## src/rtl/ex_stage.sv

```systemverilog
// Execute stage: single-cycle ALU plus optional iterative shift-add multiplier.
// Define EX_MUL_EN to build the MUL FSM; otherwise op 6 retires as a NOP.
module ex_stage #(
    parameter int unsigned WIDTH        = 32,
    parameter int unsigned REG_ADDR_LEN = 5
) (
    input  logic                    clk,
    input  logic                    rst_n,
    input  logic                    flush,
    input  logic                    in_valid,
    output logic                    in_ready,
    input  logic [WIDTH-1:0]        IR_in,
    input  logic [WIDTH-3:0]        PC_in,
    input  logic [REG_ADDR_LEN-1:0] Rd_no_in,
    input  logic [WIDTH-1:0]        Rs_data_in,
    input  logic [WIDTH-1:0]        Rt_data_in,
    output logic                    valid_out,
    output logic                    wr_en_out,
    output logic [WIDTH-1:0]        result_out,
    output logic [REG_ADDR_LEN-1:0] Rd_no_out,
    output logic [WIDTH-3:0]        PC_out
);

    localparam int unsigned PC_W = WIDTH - 2;

    localparam logic [2:0] OP_ADD = 3'd0;
    localparam logic [2:0] OP_SUB = 3'd1;
    localparam logic [2:0] OP_AND = 3'd2;
    localparam logic [2:0] OP_OR  = 3'd3;
    localparam logic [2:0] OP_XOR = 3'd4;
    localparam logic [2:0] OP_SLT = 3'd5;
    localparam logic [2:0] OP_MUL = 3'd6;
    localparam logic [2:0] OP_NOP = 3'd7;

    logic [5:0]              w_op;
    logic [WIDTH-1:0]        w_imm;
    logic [WIDTH-1:0]        w_opb;
    logic [WIDTH-1:0]        w_alu;
    logic                    w_is_nop;
    logic                    w_alu_wr;
    logic                    w_unused;

    logic                    r_valid,  w_valid_nxt;
    logic                    r_wr_en,  w_wr_en_nxt;
    logic [WIDTH-1:0]        r_result, w_result_nxt;
    logic [REG_ADDR_LEN-1:0] r_rd,     w_rd_nxt;
    logic [PC_W-1:0]         r_pc,     w_pc_nxt;

    assign w_op     = IR_in[WIDTH-1 -: 6];
    assign w_imm    = {{(WIDTH-16){IR_in[15]}}, IR_in[15:0]};
    assign w_opb    = w_op[5] ? w_imm : Rt_data_in;
    // op[4:3] and the middle instruction bits carry no meaning in this stage
    assign w_unused = ^{IR_in[WIDTH-7:16], w_op[4:3]};

    // Single-cycle ALU
    always_comb begin
        w_alu = '0;
        case (w_op[2:0])
            OP_ADD:  w_alu = Rs_data_in + w_opb;
            OP_SUB:  w_alu = Rs_data_in - w_opb;
            OP_AND:  w_alu = Rs_data_in & w_opb;
            OP_OR:   w_alu = Rs_data_in | w_opb;
            OP_XOR:  w_alu = Rs_data_in ^ w_opb;
            OP_SLT:  w_alu = {{(WIDTH-1){1'b0}}, ($signed(Rs_data_in) < $signed(w_opb))};
            default: w_alu = '0;
        endcase
    end

`ifdef EX_MUL_EN
    assign w_is_nop = (w_op[2:0] == OP_NOP);
`else
    assign w_is_nop = (w_op[2:0] == OP_NOP) || (w_op[2:0] == OP_MUL);
`endif
    assign w_alu_wr = !w_is_nop && (Rd_no_in != '0);

`ifdef EX_MUL_EN
    localparam int unsigned CNT_W = $clog2(WIDTH + 1);

    typedef enum logic [0:0] {
        S_IDLE = 1'b0,
        S_MUL  = 1'b1
    } state_t;

    state_t                  r_state,  w_state_nxt;
    logic [WIDTH-1:0]        r_mul_a,  w_mul_a_nxt;
    logic [WIDTH-1:0]        r_mul_b,  w_mul_b_nxt;
    logic [WIDTH-1:0]        r_acc,    w_acc_nxt;
    logic [WIDTH-1:0]        w_acc_step;
    logic [CNT_W-1:0]        r_cnt,    w_cnt_nxt;
    logic [REG_ADDR_LEN-1:0] r_mul_rd, w_mul_rd_nxt;
    logic [PC_W-1:0]         r_mul_pc, w_mul_pc_nxt;

    assign in_ready   = (r_state == S_IDLE);
    assign w_acc_step = r_acc + (r_mul_b[0] ? r_mul_a : '0);

    // State register
    always_ff @(posedge clk) begin
        if (!rst_n) begin
            r_state <= S_IDLE;
        end else begin
            r_state <= w_state_nxt;
        end
    end

    // Next state, multiplier datapath and output next values
    always_comb begin
        w_state_nxt  = r_state;
        w_mul_a_nxt  = r_mul_a;
        w_mul_b_nxt  = r_mul_b;
        w_acc_nxt    = r_acc;
        w_cnt_nxt    = r_cnt;
        w_mul_rd_nxt = r_mul_rd;
        w_mul_pc_nxt = r_mul_pc;
        w_valid_nxt  = 1'b0;
        w_wr_en_nxt  = 1'b0;
        w_result_nxt = r_result;
        w_rd_nxt     = r_rd;
        w_pc_nxt     = r_pc;

        if (flush) begin
            w_state_nxt = S_IDLE;
            w_cnt_nxt   = '0;
        end else begin
            case (r_state)
                S_IDLE: begin
                    if (in_valid && (w_op[2:0] == OP_MUL)) begin
                        w_state_nxt  = S_MUL;
                        w_mul_a_nxt  = Rs_data_in;
                        w_mul_b_nxt  = w_opb;
                        w_acc_nxt    = '0;
                        w_cnt_nxt    = CNT_W'(WIDTH);
                        w_mul_rd_nxt = Rd_no_in;
                        w_mul_pc_nxt = PC_in;
                    end else if (in_valid) begin
                        w_valid_nxt  = 1'b1;
                        w_wr_en_nxt  = w_alu_wr;
                        w_result_nxt = w_is_nop ? '0 : w_alu;
                        w_rd_nxt     = Rd_no_in;
                        w_pc_nxt     = PC_in;
                    end
                end
                S_MUL: begin
                    w_acc_nxt   = w_acc_step;
                    w_mul_a_nxt = r_mul_a << 1;
                    w_mul_b_nxt = r_mul_b >> 1;
                    w_cnt_nxt   = r_cnt - CNT_W'(1);
                    // last iteration: retire including this edge's partial product
                    if (r_cnt == CNT_W'(1)) begin
                        w_state_nxt  = S_IDLE;
                        w_valid_nxt  = 1'b1;
                        w_wr_en_nxt  = (r_mul_rd != '0);
                        w_result_nxt = w_acc_step;
                        w_rd_nxt     = r_mul_rd;
                        w_pc_nxt     = r_mul_pc;
                    end
                end
                default: w_state_nxt = S_IDLE;
            endcase
        end
    end

    // Multiplier operand registers
    always_ff @(posedge clk) begin
        if (!rst_n) begin
            r_mul_a  <= '0;
            r_mul_b  <= '0;
            r_acc    <= '0;
            r_cnt    <= '0;
            r_mul_rd <= '0;
            r_mul_pc <= '0;
        end else begin
            r_mul_a  <= w_mul_a_nxt;
            r_mul_b  <= w_mul_b_nxt;
            r_acc    <= w_acc_nxt;
            r_cnt    <= w_cnt_nxt;
            r_mul_rd <= w_mul_rd_nxt;
            r_mul_pc <= w_mul_pc_nxt;
        end
    end
`else
    assign in_ready = 1'b1;

    // Output next values: every accepted op retires one cycle later
    always_comb begin
        w_valid_nxt  = 1'b0;
        w_wr_en_nxt  = 1'b0;
        w_result_nxt = r_result;
        w_rd_nxt     = r_rd;
        w_pc_nxt     = r_pc;
        if (!flush && in_valid) begin
            w_valid_nxt  = 1'b1;
            w_wr_en_nxt  = w_alu_wr;
            w_result_nxt = w_is_nop ? '0 : w_alu;
            w_rd_nxt     = Rd_no_in;
            w_pc_nxt     = PC_in;
        end
    end
`endif

    // EX/MEM-facing output registers
    always_ff @(posedge clk) begin
        if (!rst_n) begin
            r_valid  <= 1'b0;
            r_wr_en  <= 1'b0;
            r_result <= '0;
            r_rd     <= '0;
            r_pc     <= '0;
        end else begin
            r_valid  <= w_valid_nxt;
            r_wr_en  <= w_wr_en_nxt;
            r_result <= w_result_nxt;
            r_rd     <= w_rd_nxt;
            r_pc     <= w_pc_nxt;
        end
    end

    assign valid_out  = r_valid;
    assign wr_en_out  = r_wr_en;
    assign result_out = r_result;
    assign Rd_no_out  = r_rd;
    assign PC_out     = r_pc;

endmodule
```

## config.mk

```make
export PLATFORM = sky130hd
export DESIGN_NAME = ex_stage
export DESIGN_NICKNAME = d
export VERILOG_FILES = /design/src/rtl/ex_stage.sv
export SDC_FILE = /design/constraint.sdc
export NUM_CORES = 1
export LEC_CHECK = 0
export CAP_MARGIN = 5
export CORE_ASPECT_RATIO = 0.7
export CORE_MARGIN = 4
export CORE_UTILIZATION = 46
export DETAILED_ROUTE_END_ITERATION = 10
export PLACE_DENSITY_LB_ADDON = 0.05
export SYNTH_ARGS = -nofsm -noshare
export SYNTH_HDL_FRONTEND = slang
export SYNTH_SLANG_ARGS = --single-unit
```

## constraint.sdc

```tcl
create_clock -name clk -period 4.65 [get_ports clk]
set_clock_uncertainty 0.05 [all_clocks]
set_input_delay 0.93 -clock clk [delete_from_list [all_inputs] [get_ports clk]]
set_output_delay 0.93 -clock clk [all_outputs]
set_load 0.01 [all_outputs]
```

==> results.md, run 1 <==
- Internal reg-to-reg setup slack: 3.29 ns
- Min-delay worst type: register to register
- Post-CTS setup buffers: 0
- Placer Congestion: between 0.9 and 1
- Top-area cell type share of the netlist area: 17.0%
- Syn nets: 1381
- Largest net degree at the start of global routing: 57
- DR vias/cell: 5.75
- CP Max Fanout: 12
- Synth area leaders: dfxtp_1 17%, ha_1 16%, a21oi_1 6.7%
- Final setup viols: 0
- Startpoint types: primary input
- Yosys top cell by area: dfxtp_1
- Async S/R FF share, synth: 0%
- Clk buf depth: 2
- Final nets: 1632
- Layout cell share with drive strength beyond 1: 12.0%
- Max Fclk: 227 MHz
- Count of different cell masters after synthesis: 76
- Crit path DAT: 4.58 ns
- Hold Vio Cnt, Final: 0
- Vias in the first global route: 8857
- Grt ovf: 0
- H-tree level count: 3
- Max-cap violation count: 0
- Initial Utilization: 47.1%
- Cell count after synthesis: 1141
- Routed via count: between 9000 and 10000
- Setup TNS: 0 ns
- Hold_ws: around 0.40 ns
- DP Cell Count: 1612
- GRT Util Overall: about 30%
- Die area: 0.0199 mm2
- CTS Buf Count: 9
- Main synth FF type: dfxtp_1
- VDD IR max: 191 uV
- Setup Crit Path Kind: primary input to register
- CP Capture Type: register
- TritonCTS clock tree: done
- Die X: 167 um
- Drt wl/cell: 19.2 um
- Initial DRC Count: 973
- Post-synthesis sequential element count: 69
- Port Buffers: 191
- Min cycle time layout: 4.40 ns
- DRC Markers: 0
- Final Non-Filler Cells: between 1500 and 2000
- Most frequent cell after synthesis: nand2_1
- Routed WL: 31.2 mm
- IO Pins: between 200 and 250
- Status: finished clean
- Seq/Total Area, Yosys: 17.0%
- Core Footprint: 0.0172 mm2
- Initial antenna violation count: 0
- DP HPWL: 24.5 mm
- Die Height: 119 um
- Total iterations of the first detailed-routing run: 5
- Syn_area_per_cell: 7.11 um2
- Antenna Violating Nets Remaining: 0
- Pins Over Slew Limit: 0
- Antenna diodes: 0
- Final period utilization: 94.6%
- Netlist Area Pre-Place: 0.00811 mm2
- Synth cell count leaders: 135 x nand2_1, 108 x a21oi_1, 103 x ha_1, 96 x inv_1, 80 x nor2_1
- Setup repair after global routing missed its margin: true
- Clock Sinks: about 70
- PD cells: 232 mW/mm2
- Clock root cell: clkbuf_16
- # rows: 40
- Clock-pin slew on the worst setup and hold paths: approximately 0.070 ns
- Area grow syn2layout: 40.0%
- Actual slew at the worst max-slew pin: 0.873 ns
- First-pass GRT wire length: slightly below 50 mm
- Count of flip-flops with a built-in enable after synthesis: 0
- Syn. warnings: 0
- Layout Utilization: between 60% and 70%
- WP data required: 4.83 ns
- Slew Limit Headroom: 41.5%
- Worst skew pair latency: 0.34 ns
- LEAKAGE: between 4 and 5 nW
## final cells by class
cell class | count | area (um2)
Multi-Input combinational cell | 891 | 6070
Tap cell | 231 | 289
Fill cell | 1580 | 5860
Clock inverter | 7 | 75.1
Inverter | 101 | 379
Sequential cell | 69 | 1380
Timing Repair Buffer | 320 | 2940
Clock buffer | 9 | 225
## layer usage
metal / share of wire (%) / wire length, um / GRT usage [%]
met5: 0 / 0 / 0
met2: 40 / 12400 / 43.7
met1: 47 / 14600 / 44.6
met4: 1.6 / 499 / 5.62
met3: 12 / 3640 / 8.53
## report_power, final
group	leakage [nW]	internal [W]	switching, W
clock network	0.145	0.000382	0.000333
logic	4.24	0.000589	0.000696
registers	0.563	0.000618	0.0000135
## state kept, by name, summed over array words and instances (netlist names)
register	cells
result_out	32
PC_out	30
wr_en_out	1
Rd_no_out	5
valid_out	1
## logic make-up after synthesis
| family | count (synthesis) | share of synthesized area, % |
|---|---|---|
| compound gates | 402 | 33.6 |
| simple gates | 338 | 19.2 |
| buf+inv | 181 | 8.55 |
| fa+ha+maj | 105 | 16.4 |
| flops | 69 | 17.0 |
| xor+xnor | 24 | 2.59 |
| mux | 21 | 2.61 |
| other cells | 1 | 0.0462 |
## critical path: stages
cell and delay, ns:
clkdlybuf4s50_1 0.45, buf_4 0.16, buf_12 0.17, mux2i_1 0.26, ha_1 0.23, nor2b_1 0.11
a2111oi_4 0.32, a2111oi_2 0.14, buf_4 0.18, buf_4 0.14, a221o_1 0.37, a211oi_1 0.29
o21ai_1 0.17, a41o_1 0.27, a211oi_1 0.29, o21ai_1 0.09
## cell usage in the layout, fill, tap and decap left out, types with 6 or more instances in the layout
| cell | n |
|---|---|
| o21a_1 | 9 |
| or3_1 | 7 |
| ha_1 | 103 |
| a31oi_1 | 11 |
| inv_1 | 96 |
| o21ai_0 | 55 |
| a21boi_0 | 36 |
| nor3_1 | 22 |
| nand2b_1 | 10 |
| a211o_1 | 6 |
| a221oi_1 | 8 |
| and2_1 | 13 |
| o221ai_1 | 7 |
| o31ai_1 | 10 |
| a211oi_1 | 27 |
| o21ai_1 | 12 |
| mux2i_1 | 18 |
| dfxtp_1 | 69 |
| nand3_1 | 11 |
| clkbuf_16 | 9 |
| o211ai_1 | 13 |
| nor2b_1 | 12 |
| o21bai_1 | 11 |
| buf_4 | 124 |
| nand4_1 | 11 |
| a221o_1 | 10 |
| a21o_1 | 24 |
| a21oi_1 | 108 |
| xnor2_1 | 21 |
| nand2_1 | 135 |
| clkdlybuf4s50_1 | 190 |
| nor4_1 | 12 |
| nor2_1 | 80 |
| and3_1 | 9 |
## path summary, 6_finish.rpt
kind | from | to | cells after the start
setup / recovery | IR_in[31] | result_out[31] | 16
hold / removal | result_out[21] | result_out[21] | 1
setup reg to reg | result_out[28] | result_out[28] | 5
hold reg to reg | result_out[21] | result_out[21] | 1
## through the flow
step                area, um2  worst slack [ns]  power (W)
finish                  11400             0.250    0.00263
detailed placement      11000            -0.218    0.00189
global route            11400          -0.00201    0.00278
CTS                     11300             0.131    0.00262
global placement        11000           -0.0365    0.00188
floorplan                8110             0.128    0.00134
## repair_timing
item                                    in CTS  in global routing
resized for setup                            0                  6
hold buffers                                 0                  0
endpoints found under the setup margin       0                  4
Power figures use the tool's default switching activity.
==> run 2: changes to the inputs <==
ABC_AREA = 1   (was unset)
CORE_UTILIZATION = 47   (was 46)
==> run 2 against run 1 <==
  * Clock-buffer cell count up 4
  * Die area up 8.2%
  * Highest routed layer unchanged
  * Global-route usage decreased by 0.87 points
  * Wire length grew 4.3%
  * Sequential share of layout area is essentially flat
  * Hold slack better by 0.0092 ns
  * Register-to-register slack improved by 0.63 ns
  * Combinational power shrank 5%
  * Via count up 14%
  * Maximum frequency increased by 4.6%
==> results.md, run 2 <==
- Slowest cell on the critical path: clkdlybuf4s50_1
- Final Power: 0.00246 W (-6.5%)
- First-pass GRT wire length: 49.9 mm (+3.2%)
- Syn nets: 1864 (+35%)
- Crit path max-delay family: simple AND/OR/NAND/NOR gates
- Clock-pin slew on the worst setup and hold paths: 0.05 ns (-0.02 ns)
- VDD IR max: 146 uV (-23%)
- Commonest non-fill, non-tap cell in the layout: nand2_1
- Max Fclk: 238 MHz (+4.6%)
- Clock power share: 24.1% (-3.1 points)
- Setup repair after global routing missed its margin: false
- PD cells: 217 mW/mm2 (-6.3%)
- Sw power: 0.00102 W (-2.5%)
- Final period utilization: 90.5% (-4.1 points)
- CTS Buf Count: 9 (unchanged)
- Clock root cell: clkbuf_16
- Worst R2R Path Depth: 2 (-3)
- Syn. warnings: 0 (unchanged)
- Routed via count: 10666 (+14%)
- Synth cell count leaders: 492 x nand2_1, 289 x inv_1, 165 x nor2_1, 127 x a21oi_1, 107 x nand3_1
- Clock Sinks: 69 (unchanged)
- Hold Path Origin: result_out[28]
- Max reg flops: 32 (unchanged)
- Yosys top cell by area: nand2_1
- Min-delay worst type: register to register
- Share of total power in sequential cells: 26.2% (+2.2 points)
- Largest net degree at the start of global routing: 69 (+21%)
- Layout cell share with drive strength beyond 1: 4.30% (-7.7 points)
- CP Cell Sequence: clkdlybuf4s50_1 -> inv_1 -> or2_2 -> o21ai_0 -> ha_1 -> nor2_1 -> nand3_1 -> nand3_1 -> nand2_1 -> nand2_1 -> nand2_1 -> nand3_1 -> nand2_1 -> nand3_1 -> nand3_1 -> nand2_1 -> a21oi_1
- Count of flip-flops with a built-in enable after synthesis: 0 (unchanged)
- Pins Over Slew Limit: 0 (unchanged)
- Top-area cell type share of the netlist area: 20.5% (+3.5 points)
- Hold_ws: 0.412 ns (+0.00917 ns)
- Pint: 0.00144 W (-9.1%)
- Syn_area_per_cell: 5.55 um2 (-22%)
- Max-cap violation count: 0 (unchanged)
- Die X: 173 um (+4.0%)
- Antenna diodes: 0 (unchanged)
- Post-CTS Resized: 0 (unchanged)
- Internal reg-to-reg setup slack: 3.92 ns (+0.63 ns)
- Worst skew pair latency: 0.32 ns (-0.02 ns)
- Placer Congestion: 1.02 (+2.0%)
- Count of different cell masters after synthesis: 42 (-45%)
- TritonCTS clock tree: done
- GRT Util Overall: 29.3% (-0.87 points)
- CP Capture Type: register
- Worst Hold Path EP: result_out[28]
- Vias in the first global route: 9372 (+5.8%)
- Setup TNS: 0 ns (unchanged)
- Synth area leaders: nand2_1 21%, dfxtp_1 15%, ha_1 14%
- Slew Limit Headroom: 27.6% (-14 points)
- Async S/R FF share, synth: 0% (unchanged)
- Initial DRC Count: 1081 (+11%)
- Routed WL: 32.5 mm (+4.3%)
- Placed cell area: 0.0111 mm2 (+0.42%)
- Crit path DAT: 4.36 ns (-0.22 ns)
- Die Height: 124 um (+4.0%)
- Netlist Area Pre-Place: 0.00901 mm2 (+11%)
- DP HPWL: 26.9 mm (+9.8%)
- Final nets: 2025 (+24%)
- Startpoint types: primary input
- # rows: 42 (+5.0%)
- Initial antenna violation count: 0 (unchanged)
- Switch share: 41.3% (+1.7 points)
- FILL cells: 1940 (+23%)
- Final Cell Area: 0.0113 mm2 (-0.18%)
- Layout Utilization: 60.1% (-5.9 points)
- Grt ovf: 0 (unchanged)
- Status: finished clean
- Total iterations of the first detailed-routing run: 6 (+1)
- Core Footprint: 0.0189 mm2 (+9.6%)
- Min cycle time layout: 4.21 ns (-0.192 ns)
- Port Buffers: 191 (unchanged)
- Clk buf depth: 2 (unchanged)
- Seq/Total Area, Yosys: 15.3% (-1.7 points)
- Post-CTS setup buffers: 0 (unchanged)
- FF-to-FF End: result_out[18]
- CP Max Fanout: 10 (-2)
- IO Pins: 205 (unchanged)
- Post-synthesis sequential element count: 69 (unchanged)
- Hold Vio Cnt, Final: 0 (unchanged)
- Antenna Violating Nets Remaining: 0 (unchanged)
- Hold buffers post-CTS: 0 (unchanged)
- Setup Crit Path Kind: primary input to register
- Final setup viols: 0 (unchanged)
- CP peak stage delay: 0.61 ns (+0.16 ns)
- Actual slew at the worst max-slew pin: 1.08 ns (+0.211 ns)
- Drt wl/cell: 16.0 um (-16%)
- Most frequent cell after synthesis: nand2_1
- Cell count after synthesis: 1624 (+42%)
- DRC Markers: 0 (unchanged)
- LEAKAGE: 5.98 nW (+21%)
- Area grow syn2layout: 25.9%
- Die area: 0.0215 mm2 (+8.2%)
- H-tree level count: 3 (unchanged)
- Main synth FF type: dfxtp_1
- Worst hold path cell count: 2 (+1)
- DR vias/cell: 5.25 (-8.6%)
- Most frequent cells in the layout: 492 x nand2_1, 289 x inv_1, 191 x clkdlybuf4s50_1, 164 x nor2_1, 127 x a21oi_1
- Reg-to-Reg Start: result_out[18]
- Worst Path Buf+Inv: 2 (-3)
- Logic pwr share: 49.7% (+0.9 points)
- WP data required: 4.80 ns (-0.03 ns)
- Initial Utilization: 47.7% (+0.63 points)
run 2: worst reg2reg max path, delay by kind of cell, from the launching register on:
family / cells / cell delay [ns]
AO/OA/AOI/OAI: 1 / 0.17
flip-flops: 1 / 0.38
AND/OR/NAND/NOR: 1 / 0.07
run 2: final cells by class:
type                            instances  area, um2  area share [%]
Multi-Input combinational cell       1196       6210            54.8
Timing Repair Buffer                  207       2040            18.0
Sequential cell                        69       1380            12.2
Tap cell                              242        303            2.67
Inverter                              302       1130            10.0
Clock inverter                          2       10.0          0.0883
Clock buffer                           13        250            2.21
run 2: power groups by stage:
stage / sequential, W / combinational (W) / clock [W]
global route: 0.000647 / 0.00135 / 0.000633
floorplan: 0.000671 / 0.000726 / 0
detailed placement: 0.000656 / 0.00119 / 0
CTS: 0.000644 / 0.00119 / 0.000610
finish: 0.000644 / 0.00122 / 0.000594
global placement: 0.000655 / 0.00118 / 0
run 2: worst max path at each step:
stage | startpoint | to | slack (ns) | cells after the start
floorplan | IR_in[31] | result_out[31] | 1.42 | 17
global placement | IR_in[31] | result_out[31] | 0.25 | 19
detailed placement | IR_in[31] | result_out[31] | 0.22 | 20
CTS | IR_in[31] | result_out[31] | 0.53 | 20
global route | IR_in[31] | result_out[29] | 0.18 | 18
finish | IR_in[31] | result_out[25] | 0.44 | 17
run 2: logic make-up after synthesis:
family,Yosys count,share of synthesized area [%]
and+or+nand+nor,824,38.0
buffers and inverters,359,15.8
AOI/OAI and AO/OA,260,15.5
adders and majority gates,105,14.8
DFF,69,15.3
xor gates and xnor gates,6,0.583
other,1,0.0416
run 2: metrics by stage:
stage / worst slack, ns / std cells
after floorplan: 1.42 / 1624
after global placement: 0.254 / 2016
after detailed placement: 0.220 / 2016
after CTS: 0.533 / 2031
after global routing: 0.181 / 2031
final: 0.442 / 2031
run 2: routing by layer:
metal | track usage, % | wire, um | vias up
met1 | 42.6 | 15100 | 4710
met2 | 42.6 | 12600 | 551
met4 | 5.88 | 435 | 0
met3 | 8.95 | 4460 | 33
li1 | - | - | 5372
met5 | 0 | 0 | -
==> run 3: changes to the inputs <==
REMOVE_ABC_BUFFERS = 1   (was unset)
==> run 3 against run 2 <==
  * Register-to-register slack better by 0.03 ns
  * Die area unchanged
  * Maximum frequency up 2.9%
  * Total power up 9.9%
  * Sequential cell count unchanged
  * Critical path type unchanged
  * Critical endpoint is now result_out[0]
  * Highest routed layer unchanged
==> results.md, run 3 (synthesis results as in run 2) <==
- Status: finished clean
- Clock-pin slew on the worst setup and hold paths: 0.06 ns (about the same)
- IO Pins: 205 (unchanged)
- Core Footprint: 0.0189 mm2 (unchanged)
- Setup repair after global routing missed its margin: false
- Worst skew pair latency: 0.34 ns (+0.02 ns)
- Actual slew at the worst max-slew pin: 1.11 ns (+0.0221 ns)
- GRT Util Overall: 30.0% (+0.71 points)
- CP Cell Sequence: clkdlybuf4s50_1 -> inv_1 -> buf_4 -> or2_2 -> o21ai_0 -> ha_1 -> nor2_1 -> and2_1 -> nand2_1 -> nand2_2 -> nand2_1 -> nand2_1 -> nand2_1 -> nand2_1 -> nand2_1 -> nand2_1 -> nand2_1 -> nand2_1 -> nand2_1 -> a21oi_2
- Max reg flops: 32 (unchanged)
- Most frequent cells in the layout: 492 x nand2_1, 289 x inv_1, 191 x clkdlybuf4s50_1, 164 x nor2_1, 127 x a21oi_1
- TritonCTS clock tree: done
- Crit path max-delay family: simple AND/OR/NAND/NOR gates
- PD cells: 236 mW/mm2 (+8.9%)
- Antenna diodes: 0 (unchanged)
- H-tree level count: 3 (unchanged)
- Port Buffers: 191 (unchanged)
- Worst Path Buf+Inv: 3 (+1)
- Antenna Violating Nets Remaining: 0 (unchanged)
- First-pass GRT wire length: 51.1 mm (+2.3%)
- Min cycle time layout: 4.09 ns (-0.117 ns)
- Total iterations of the first detailed-routing run: 7 (+1)
- Largest net degree at the start of global routing: 68 (-1.4%)
- CTS Buf Count: 9 (unchanged)
- Die area: 0.0215 mm2 (unchanged)
- DRC Markers: 0 (unchanged)
- Routed WL: 33.4 mm (+2.7%)
- Clock root cell: clkbuf_16
- Post-CTS Resized: 0 (unchanged)
- Clock Sinks: 69 (unchanged)
- Commonest non-fill, non-tap cell in the layout: nand2_1
- Post-CTS setup buffers: 0 (unchanged)
- CP Capture Type: register
- Vias in the first global route: 9335 (-0.39%)
- Final Power: 0.00270 W (+9.9%)
- VDD IR max: 167 uV (+15%)
- Area grow syn2layout: 27.0%
- Final setup viols: 0 (unchanged)
- Slew Limit Headroom: 26.0% (-1.6 points)
- Clk buf depth: 2 (unchanged)
- Initial DRC Count: 1052 (-2.7%)
- Placer Congestion: 1.04 (+1.9%)
- Hold_ws: 0.415 ns (+0.00211 ns)
- CP dominant cell by count: nand2_1
- Setup TNS: 0 ns (unchanged)
- Routed via count: 10645 (-0.20%)
- Die X: 173 um (unchanged)
- Hold Vio Cnt, Final: 0 (unchanged)
- Initial antenna violation count: 0 (unchanged)
- Crit path DAT: 4.32 ns (-0.04 ns)
- WP data required: 4.88 ns (+0.08 ns)
- Final period utilization: 88.0% (-2.5 points)
- Final nets: 2026 (+0.049%)
- CP peak stage delay: 0.48 ns (-0.13 ns)
- Initial Utilization: 47.7% (unchanged)
- LEAKAGE: 6.03 nW (+0.85%)
- Setup Crit Path Kind: primary input to register
- DP HPWL: 26.5 mm (-1.6%)
- Pins Over Slew Limit: 0 (unchanged)
- Hold buffers post-CTS: 0 (unchanged)
- Max-cap violation count: 0 (unchanged)
- Grt ovf: 0 (unchanged)
- CP Max Fanout: 8 (-2)
- # rows: 42 (unchanged)
- Min-delay worst type: register to register
- Max Fclk: 244 MHz (+2.9%)
- DR vias/cell: 5.24 (-0.30%)
- Startpoint types: primary input
- Die Height: 124 um (unchanged)
- Drt wl/cell: 16.4 um (+2.6%)
- Slowest cell on the critical path: clkdlybuf4s50_1
- Layout cell share with drive strength beyond 1: 4.58% (+0.27 points)
-- run 3: worst reg2reg max path: cells and delay by family (launching register included) --
family,cells,cell delay (ns)
DFF,1,0.31
AOI/OAI and AO/OA,1,0.17
and+or+nand+nor,1,0.06
-- run 3: final timing paths --
check,cells after the start,endpoint,slack [ns],start
hold reg to reg,2,result_out[23],0.41,result_out[23]
setup reg to reg,2,PC_out[8],3.95,PC_out[8]
setup / recovery,20,result_out[0],0.56,IR_in[31]
hold / removal,2,result_out[23],0.41,result_out[23]
-- run 3: per-layer routing --
| metal | track usage [%] | wire length (um) | vias up | part of all wire [%] |
|---|---|---|---|---|
| met5 | 0 | 0 | - | 0 |
| met4 | 4.93 | 333 | 0 | 1.0 |
| met3 | 6.31 | 3800 | 28 | 11 |
| met2 | 44.2 | 13200 | 501 | 39 |
| met1 | 45.4 | 16100 | 4757 | 48 |
| li1 | - | - | 5359 | - |
-- run 3: layout make-up --
type	count	area, um2
clock buffers	9	225
clock inverters	7	121
fillers	1896	7420
inverters	302	1130
multi-input cells	1196	6210
flip-flops and latches	69	1380
well taps	242	303
repair buffers	208	2060
-- run 3: power by group --
part | switching [W] | total (W) | internal, W
logic | 0.000767 | 0.00121 | 0.000446
registers | 0.0000152 | 0.000641 | 0.000625
clock network | 0.000321 | 0.000850 | 0.000529
-- run 3: per-stage QoR --
step	cell area, um2	setup WS (ns)	utilization (%)	cells
6_report	11400	0.559	60.7	2033
5_1_grt	11400	0.332	60.7	2033
4_1_cts	11400	0.648	60.7	2033
3_5_place_dp	11100	0.294	58.8	2017
3_3_place_gp	11100	0.353	58.8	2017
2_1_floorplan	8720	0.351	-	1567
